### src/rtl/lbc_pkg.sv
// Shared types and helpers for the line-buffer controller: FSM state encoding and
// the three-bank rotation used by the Sobel line RAMs.
package lbc_pkg;

    typedef enum logic [1:0] {
        IDLE  = 2'd0,
        FILL  = 2'd1,
        RUN   = 2'd2,
        FLUSH = 2'd3
    } lbc_state_e;

    localparam logic [1:0] BANK_0 = 2'd0;
    localparam logic [1:0] BANK_1 = 2'd1;
    localparam logic [1:0] BANK_2 = 2'd2;

    // (b + 1) mod 3
    function automatic logic [1:0] next_bank(input logic [1:0] b);
        return (b == BANK_2) ? BANK_0 : (b + BANK_1);
    endfunction

    // (b + 2) mod 3, i.e. the bank written one line earlier
    function automatic logic [1:0] prev_bank(input logic [1:0] b);
        return (b == BANK_0) ? BANK_2 : (b - BANK_1);
    endfunction

endpackage

### src/rtl/lbc_edge_det.sv
// Registered edge detector: one flop of history, combinational rise/fall pulses
// valid in the cycle the input changes.
module lbc_edge_det (
    input  logic clk,
    input  logic rst,
    input  logic sig,
    output logic rise,
    output logic fall
);

    logic sig_q, sig_d;

    always_comb sig_d = sig;

    always_ff @(posedge clk or posedge rst) begin
        if (rst) sig_q <= 1'b0;
        else     sig_q <= sig_d;
    end

    assign rise = sig & ~sig_q;
    assign fall = ~sig & sig_q;

endmodule

### src/rtl/line_buf_ctrl.sv
// Sequencer for the 3-line Sobel buffer: line-RAM writes, bank rotation, window valid,
// border flags and one trailing flush line. Build macro LBC_LEN_CHECK_EN adds err_len.
//
//  state | meaning
//  IDLE  | waiting for frame start (vsync fall)
//  FILL  | writing line 0, no window output yet
//  RUN   | writing line N, windows centred on line N-1
//  FLUSH | replaying the last line as bottom row, no writes
module line_buf_ctrl
    import lbc_pkg::*;
#(
    parameter  int WIDTH = 640,
    parameter  int DEPTH = 480,
    localparam int AW    = $clog2(WIDTH),
    localparam int LW    = $clog2(DEPTH + 1)
) (
    input  logic          clk,
    input  logic          rst,
    input  logic          de,
    input  logic          vsync,
    output logic          wr_en,
    output logic [AW-1:0] wr_addr,
    output logic [1:0]    wr_bank,
    output logic [1:0]    mid_bank,
    output logic [1:0]    top_bank,
    output logic          bot_repl,
    output logic          win_valid,
    output logic          first_row,
    output logic          last_row,
    output logic          first_col,
    output logic          last_col,
    output logic [LW-1:0] line_cnt,
    output logic          err_ovf
`ifdef LBC_LEN_CHECK_EN
    ,
    output logic          err_len
`endif
);

    localparam int LENW = $clog2(WIDTH + 1);

    lbc_state_e      state_q, state_d;
    logic [AW-1:0]   col_cnt_q, col_cnt_d;
    logic            full_q, full_d;
    logic [LW-1:0]   line_cnt_q, line_cnt_d;
    logic [1:0]      wr_bank_q, wr_bank_d;
    logic [LENW-1:0] line_len_q, line_len_d;
    logic            err_ovf_q, err_ovf_d;
    logic            win_valid_q, win_valid_d;
    logic            first_row_q, first_row_d;
    logic            last_row_q, last_row_d;
    logic            first_col_q, first_col_d;
    logic            last_col_q, last_col_d;

    logic            de_rise, de_fall, vs_rise, vs_fall;
    logic            active, ovf_now, rd_stb, flush_stb, line_end;
    logic            col_at_last, flush_done;
    logic [LENW-1:0] pix_cnt;

    lbc_edge_det u_de_edge (.clk(clk), .rst(rst), .sig(de),    .rise(de_rise), .fall(de_fall));
    lbc_edge_det u_vs_edge (.clk(clk), .rst(rst), .sig(vsync), .rise(vs_rise), .fall(vs_fall));

    // col_cnt saturates at WIDTH-1; full_q marks that the last column was written too
    assign pix_cnt     = LENW'(col_cnt_q) + LENW'(full_q);
    assign col_at_last = (LENW'(col_cnt_q) == (line_len_q - LENW'(1)));
    assign flush_done  = (line_len_q == '0) || col_at_last;

    always_ff @(posedge clk or posedge rst) begin
        if (rst) state_q <= IDLE;
        else     state_q <= state_d;
    end

    always_comb begin
        state_d = state_q;
        case (state_q)
            IDLE:    if (vs_fall) state_d = FILL;
            FILL:    if (vs_rise) state_d = FLUSH;
                     else if (de_fall) state_d = RUN;
            RUN:     if (vs_fall) state_d = FILL;
                     else if (vs_rise) state_d = FLUSH;
            FLUSH:   if (vs_fall) state_d = FILL;
                     else if (flush_done) state_d = IDLE;
            default: state_d = IDLE;
        endcase
    end

    always_comb begin
        active    = (state_q == FILL) || (state_q == RUN);
        wr_en     = de & active & ~full_q;
        ovf_now   = de & active & full_q;
        flush_stb = (state_q == FLUSH) && (line_len_q != '0);
        rd_stb    = (de && (state_q == RUN)) || flush_stb;
        bot_repl  = (state_q == FLUSH);
    end

    always_comb begin
        col_cnt_d  = col_cnt_q;
        full_d     = full_q;
        line_cnt_d = line_cnt_q;
        wr_bank_d  = wr_bank_q;
        line_len_d = line_len_q;
        err_ovf_d  = err_ovf_q | ovf_now;
        line_end   = active & de_fall;
        if ((state_q != FILL) && (state_d == FILL)) begin
            col_cnt_d  = '0;
            full_d     = 1'b0;
            line_cnt_d = '0;
            wr_bank_d  = BANK_0;
            line_len_d = '0;
        end else begin
            if (de_rise) full_d = 1'b0;
            if (wr_en) begin
                if (col_cnt_q == AW'(WIDTH - 1)) full_d = 1'b1;
                else                             col_cnt_d = col_cnt_q + AW'(1);
            end
            if (line_end) begin
                col_cnt_d = '0;
                full_d    = 1'b0;
                wr_bank_d = next_bank(wr_bank_q);
                if (state_q == FILL) begin
                    line_len_d = pix_cnt;
                    line_cnt_d = LW'(1);
                end else if (line_cnt_q != LW'(DEPTH)) begin
                    line_cnt_d = line_cnt_q + LW'(1);
                end
            end
            if (flush_stb) col_cnt_d = col_cnt_q + AW'(1);
            // line-end bookkeeping above still applies when vsync rises on the same cycle
            if ((state_q != FLUSH) && (state_d == FLUSH)) begin
                col_cnt_d = '0;
                full_d    = 1'b0;
            end
        end
    end

    always_comb begin
        win_valid_d = rd_stb;
        first_col_d = rd_stb && (col_cnt_q == '0);
        last_col_d  = rd_stb && col_at_last;
        first_row_d = rd_stb && (line_cnt_q == LW'(1));
        last_row_d  = rd_stb && (state_q == FLUSH);
    end

    always_ff @(posedge clk or posedge rst) begin
        if (rst) begin
            col_cnt_q   <= '0;
            full_q      <= 1'b0;
            line_cnt_q  <= '0;
            wr_bank_q   <= BANK_0;
            line_len_q  <= '0;
            err_ovf_q   <= 1'b0;
            win_valid_q <= 1'b0;
            first_row_q <= 1'b0;
            last_row_q  <= 1'b0;
            first_col_q <= 1'b0;
            last_col_q  <= 1'b0;
        end else begin
            col_cnt_q   <= col_cnt_d;
            full_q      <= full_d;
            line_cnt_q  <= line_cnt_d;
            wr_bank_q   <= wr_bank_d;
            line_len_q  <= line_len_d;
            err_ovf_q   <= err_ovf_d;
            win_valid_q <= win_valid_d;
            first_row_q <= first_row_d;
            last_row_q  <= last_row_d;
            first_col_q <= first_col_d;
            last_col_q  <= last_col_d;
        end
    end

`ifdef LBC_LEN_CHECK_EN
    logic err_len_q, err_len_d;

    always_comb err_len_d = err_len_q | (de_fall && (state_q == RUN) && (pix_cnt != line_len_q));

    always_ff @(posedge clk or posedge rst) begin
        if (rst) err_len_q <= 1'b0;
        else     err_len_q <= err_len_d;
    end

    assign err_len = err_len_q;
`endif

    assign wr_addr   = col_cnt_q;
    assign wr_bank   = wr_bank_q;
    assign mid_bank  = prev_bank(wr_bank_q);
    assign top_bank  = next_bank(wr_bank_q);
    assign win_valid = win_valid_q;
    assign first_row = first_row_q;
    assign last_row  = last_row_q;
    assign first_col = first_col_q;
    assign last_col  = last_col_q;
    assign line_cnt  = line_cnt_q;
    // the overflowing cycle itself already reports the error
    assign err_ovf   = err_ovf_q | ovf_now;

endmodule

### config.mk
export PLATFORM = sky130hd
export DESIGN_NAME = line_buf_ctrl
export DESIGN_NICKNAME = d
export VERILOG_FILES = /design/src/rtl/lbc_pkg.sv /design/src/rtl/lbc_edge_det.sv /design/src/rtl/line_buf_ctrl.sv
export SDC_FILE = /design/constraint.sdc
export NUM_CORES = 1
export LEC_CHECK = 0
export CORE_MARGIN = 8
export CORE_UTILIZATION = 45
export DETAILED_ROUTE_END_ITERATION = 12
export HOLD_SLACK_MARGIN = 0.06
export PLACE_DENSITY = 0.63
export SLEW_MARGIN = 20
export SYNTH_ARGS = -nofsm -noshare
export SYNTH_HDL_FRONTEND = slang
export SYNTH_SLANG_ARGS = --single-unit
export TNS_END_PERCENT = 30
### constraint.sdc
create_clock -name clk -period 3.6 [get_ports clk]
set_input_delay 0.36 -clock clk [delete_from_list [all_inputs] [get_ports clk]]
set_output_delay 0.36 -clock clk [all_outputs]
set_load 0.01 [all_outputs]
Word-level counts from Yosys, hierarchy flattened. Cells that the tools add are included. W data, S select, Z words.

Word-level logic and storage cells: 101. Output and inout bits: 33. Register bits after elaboration: 42. Bits of input ports: 4.

Equality and inequality tests: 13. Reductions and logical operators: 23. Bitwise logic cells: 14. Mux-type cells: 31. $add $sub $neg: 6.

Operator list (number): $mux W10 (9); $mux W9 (4); $mux W2 (11); $logic_not A10 Y1 (2); $add A10 B1 Y10 (1); $add A10 B1 Y10 const B (1); $eq A10 B10 Y1 (1); $eq A10 B10 Y1 const B (1); $reduce_bool A10 Y1 (1); $sub A10 B1 Y10 const B (1); $add A9 B1 Y9 const B (1); $eq A9 B1 Y1 const B (1); $ne A9 B9 Y1 const B (1); $and A1 B1 Y1 (8); $eq A2 B2 Y1 const B (4); $logic_and A1 B1 Y1 (8); $pmux W2 S4 (1); $mux W1 (6); $reduce_and A2 Y1 (3); $ne A5 B4 Y1 const B (1); $not A1 Y1 (5); $reduce_bool A5 Y1 (1); $eq A2 B1 Y1 const B (2); $logic_not A2 Y1 (2); other kinds (8) (11).

Depth between registers and ports, before layout.
Word-level depth: 10. Mapped depth: 10. Mapped depth without buffers: 9.

Hierarchy. A second synthesis with hierarchy kept.

Cell total of the unflattened synthesis: 343. Area total of the unflattened synthesis: 2925.3 um^2.

By module, submodules not included: line_buf_ctrl (area an instance 2837.7 um^2, seq. area each 1001.0 um^2, times used 1, cells an instance 335); lbc_edge_det (area an instance 43.8 um^2, seq. area each 25.0 um^2, times used 2, cells an instance 4).

Worst setup path before layout. Ideal clock, no wire load.

Kind: reg2reg. Start point: register state_q[1]. End point: register col_cnt_q[3] (netlist: wr_addr[3]). Clock period less this slack: 2.263 ns. Data arrival time: 2.097 ns. Data required time: 3.434 ns. Buffers on the path: 1. Setup time: 0.166 ns. Stages on the path, launching flop included: 7. Path slack: 1.337 ns. Path through: dfrtp_1 -> inv_1 -> ha_1 -> nand2_1 -> clkbuf_1 -> o21ai_0 -> nor3_2.

Longest elaborated chain between the ends: 7. Elaborated cells on any way between the ends: 30. Those cells by class: eq/ne (8); mux (12); bitwise (3); reduce/logical (7).

RTL lines: start: declaration (RTL line line_buf_ctrl.sv:42) `lbc_state_e state_q, state_d;`; start signal: assignment (RTL line line_buf_ctrl.sv:70) `else state_q <= state_d;`; $mux W2 (tied with other cells) (RTL line line_buf_ctrl.sv:82) `else if (flush_done) state_d = IDLE;`; $mux W2 (tied with other cells) (RTL line line_buf_ctrl.sv:81) `FLUSH: if (vs_fall) state_d = FILL;`; $pmux W2 S4 or $and A1 B1 Y1 (tied branches) (RTL line line_buf_ctrl.sv:75, line_buf_ctrl.sv:103); $eq A2 B1 Y1 (tied with other cells) (RTL line line_buf_ctrl.sv:104) `if ((state_q != FILL) && (state_d == FILL)) begin`; $logic_and A1 B1 Y1 (tied with other cells) (RTL line line_buf_ctrl.sv:104); $ne A5 B4 Y1 (no source line) (tied with other cells); $reduce_and A2 Y1 (no source line) or $mux W10 (tied branches); end signal: assignment (RTL line line_buf_ctrl.sv:158) `col_cnt_q <= col_cnt_d;`; end: declaration (RTL line line_buf_ctrl.sv:43) `logic [AW-1:0] col_cnt_q, col_cnt_d;`.

Several ways; a longest one is shown, not always the timed one. A chain may end at the register's enable or synchronous reset.

Final worst setup path.
Start point: register state_q[1]. End point: register line_len_q[6].

Longest elaborated chain between the ends: 7. Elaborated cells on any way between the ends: 21. Those cells by class: eq/ne (5); mux (9); bitwise (1); reduce/logical (6).

RTL lines: $mux W2, on equally long branches (RTL line line_buf_ctrl.sv:82, line_buf_ctrl.sv:78, line_buf_ctrl.sv:80); $mux W2, on equally long branches (RTL line line_buf_ctrl.sv:81, line_buf_ctrl.sv:77, line_buf_ctrl.sv:79); $pmux W2 S4 * (RTL line line_buf_ctrl.sv:75) `case (state_q)`; named net state_d[1] (RTL line line_buf_ctrl.sv:42); $eq A2 B1 Y1 * (RTL line line_buf_ctrl.sv:104); $logic_and A1 B1 Y1 * (RTL line line_buf_ctrl.sv:104); $reduce_bool A2 Y1 (no source line); $reduce_and A2 Y1 (no source line); end signal: assignment (RTL line line_buf_ctrl.sv:162) `line_len_q <= line_len_d;`; end: declaration (RTL line line_buf_ctrl.sv:47) `logic [LENW-1:0] line_len_q, line_len_d;`.

Mark *: on every way through the listed nets, which the timed path passes. The rest lies on a longest branch.

==> metrics.txt <==
Final ANT Viol Nets 0; CTS tree yes; outcome finished clean; portion of netlist area occupied by mux cells 0.353%; min-delay worst type register to register; critical hold path startpoint err_ovf_q; Slew @ Worst Pin 654 ps; CTS root buffer clkbuf_8; vias in the first global route 2463; Max Clock Skew 7.51 ps; number of fill cells in the layout roughly 570; hold_ws 471 ps; Slew Limit Fails 0; final period utilization 77.9%; fin crit period 2810 ps; most frequent cells in the layout 48 x nor2_1, 42 x dfrtp_1, 36 x clkdlybuf4s50_1; pwr dens approximately 640 nW/um^2; CORE AREA 6200 sq um; gr ovfl total 0; final hold vios 0; CP endpoint kind register; largest family of logic cells by synthesized area simple AND/OR/NAND/NOR gates; Leakage Power 1.45 nW; Gate Count Post-Synth 326; peak supply drop between 0.4 and 0.5 mV; Global Route Usage Sum 16.3%; ANT cells 0; cts repair resizes 0; initial antenna violation count 0; Site Rows 29; synthesized-area fraction occupied by adder cells under 10%; Vias/cell 5.54; ys async rst share 100%; RSZ-0062 raised after global routing false; Critical R2R Capture line_len_q[6]; CP required about 3800 ps; post-synthesis compound-gate area fraction 13.2%; register area share after synthesis 37.1%; hpwl dp between 4 and 5 mm; first-pass GRT wire length 11.9 mm; die height 95.4 microns; largest net degree at the start of global routing between 40 and 50; Net count, final 375; post-synth cell types between 50 and 60; final WL 6.81 mm; Synth Area in Simple Gates approximately 27%; WL/cell 15.7 microns; Reg area approximately 1100 sq um; Worst-Skew Late Latency 290 ps; drt pass-1 iters 4; Hold EP err_ovf_q; share of layout cells above drive strength 1 between 6 and 7%; number of synthesized flops with an enable pin 0; Layout area overhead 17.3%; Initial Util 45.7%; most common cell after layout, fill and taps aside nor2_1; buffers added on ports 36; clock sinks between 40 and 50; Worst Hold Depth 1; max-slew headroom at the worst pin a little under three fifths; Critical Path AT 2960 ps; clk slew on worst S/H paths 80 ps; max_cap viols 0; io pins 37; CP Class register to register; CP max FO 24; TritonCTS Buffers 5; setup TNS 0 ps; syn nets 346; maximum clock insertion buffer count 2; # setup viols final 0; Finished Core Util 53.6%; H-tree depth 2; Mean Syn Cell Area 8.70 sq um; DR DRC count 0; initial drt markers 111; Yosys warnings 0; Synth Area in XOR/XNOR roughly a tenth; Chip Width around 95 microns; Synth Flop Type dfrtp_1; reg2reg setup slack roughly 800 ps; die area slightly above 9000 sq um; Post-Synthesis Cell Area roughly 2800 sq um; placer's final routability congestion estimate 0.842; Post-CTS Setup Repair Bufs 0; hold_buf cts 0; multi-input logic area 1630 sq um; post-synthesis register bit count 42; Vias 2397; launch point of the worst reg-to-reg path state_q[1]; R2R cell count 10; Fmax roughly 360 MHz; CP Launch Type register
registers in the layout, indices dropped and copies added, names as in the netlist:
name / cells
first_row: 1
wr_bank: 2
u_vs_edge.sig_q: 1
win_valid: 1
line_cnt: 9
state_q: 2
err_ovf_q: 1
wr_addr: 10
last_col: 1
full_q: 1
line_len_q: 10
last_row: 1
u_de_edge.sig_q: 1
first_col: 1
cells by family (layout without fill, tap and decap cells):
kind of cell / count (synthesis) / after routing
simple gates: 143 / 143
compound gates: 59 / 59
fa+ha+maj: 16 / 16
flops: 42 / 42
xor+xnor: 31 / 31
mux: 1 / 1
buf+inv: 34 / 64
cell type report:
type,count,area share (%)
clock inverters,1,0.150
inverters,17,1.92
flip-flops and latches,42,31.6
clock buffers,7,2.59
well taps,77,2.90
multi-input cells,250,49.0
repair buffers,39,11.9
worst max-delay path, cell delays in order (launching register included):
cell and delay (ps):
dfrtp_1 450, inv_1 120, ha_1 420, nor2_1 170, a2bb2oi_1 260, o21ai_0 170
a32oi_1 180, a21oi_1 100, o22ai_2 500, buf_12 250, a211oi_1 60
worst max-delay path by stage:
stage	slack [ps]	startpoint	cells past startpoint	endpoint
after floorplan	1340	state_q[1]	6	wr_addr[3]
after global placement	940	line_len_q[2]	8	line_len_q[6]
after detailed placement	820	de	9	line_len_q[6]
after CTS	840	state_q[1]	10	line_len_q[6]
after global routing	480	state_q[1]	10	line_len_q[6]
final	790	state_q[1]	10	line_len_q[6]
report_power, final:
group	internal [mW]	switching [mW]
registers	0.555	0.138
logic	0.484	0.654
clock network	0.155	0.159
cells in the mapped netlist (2+ instances only):
cell	count	share of area, %
and2_1	6	1.3
nand4_1	5	1.1
o21ai_0	9	1.6
nand3b_1	2	0.53
and4_1	4	1.2
and3_1	7	1.5
a32oi_1	3	0.93
buf_6	2	0.79
xnor2_1	10	3.1
nor2_1	48	6.4
buf_4	2	0.53
nor2b_1	2	0.44
nand2b_1	5	1.1
nor3_2	8	2.8
xor2_1	21	6.5
ha_1	16	7.1
nor4_1	2	0.44
nand3_1	15	2.6
nor4b_1	2	0.62
a21oi_1	29	5.1
inv_1	17	2.2
nand2_1	19	2.5
dfrtp_1	42	37
clkbuf_1	8	1.1
nor3b_1	4	1.1
nor3_1	8	1.4
buf_2	4	0.71
o211ai_1	2	0.53
layer usage:
| metal | global-route usage [%] | vias up | share of wire [%] |
|---|---|---|---|
| met3 | 2.91 | 8 | 3.1 |
| met2 | 26.3 | 47 | 48 |
| met5 | 0 | - | 0 |
| met4 | 5.38 | 0 | 1.2 |
| met1 | 21.5 | 1154 | 48 |
| li1 | - | 1188 | - |
metrics by stage:
| step | total power, mW | cell area, sq um | setup slack [ps] | std cells |
|---|---|---|---|---|
| 4_1_cts | 2.17 | 3330 | 843 | 433 |
| 3_5_place_dp | 1.85 | 3240 | 816 | 425 |
| 3_3_place_gp | 1.83 | 3240 | 940 | 425 |
| 6_report | 2.14 | 3330 | 794 | 433 |
| 5_1_grt | 2.34 | 3330 | 482 | 433 |
| 2_1_floorplan | 1.44 | 2840 | 1340 | 326 |
(Power assumes the default switching activity.)
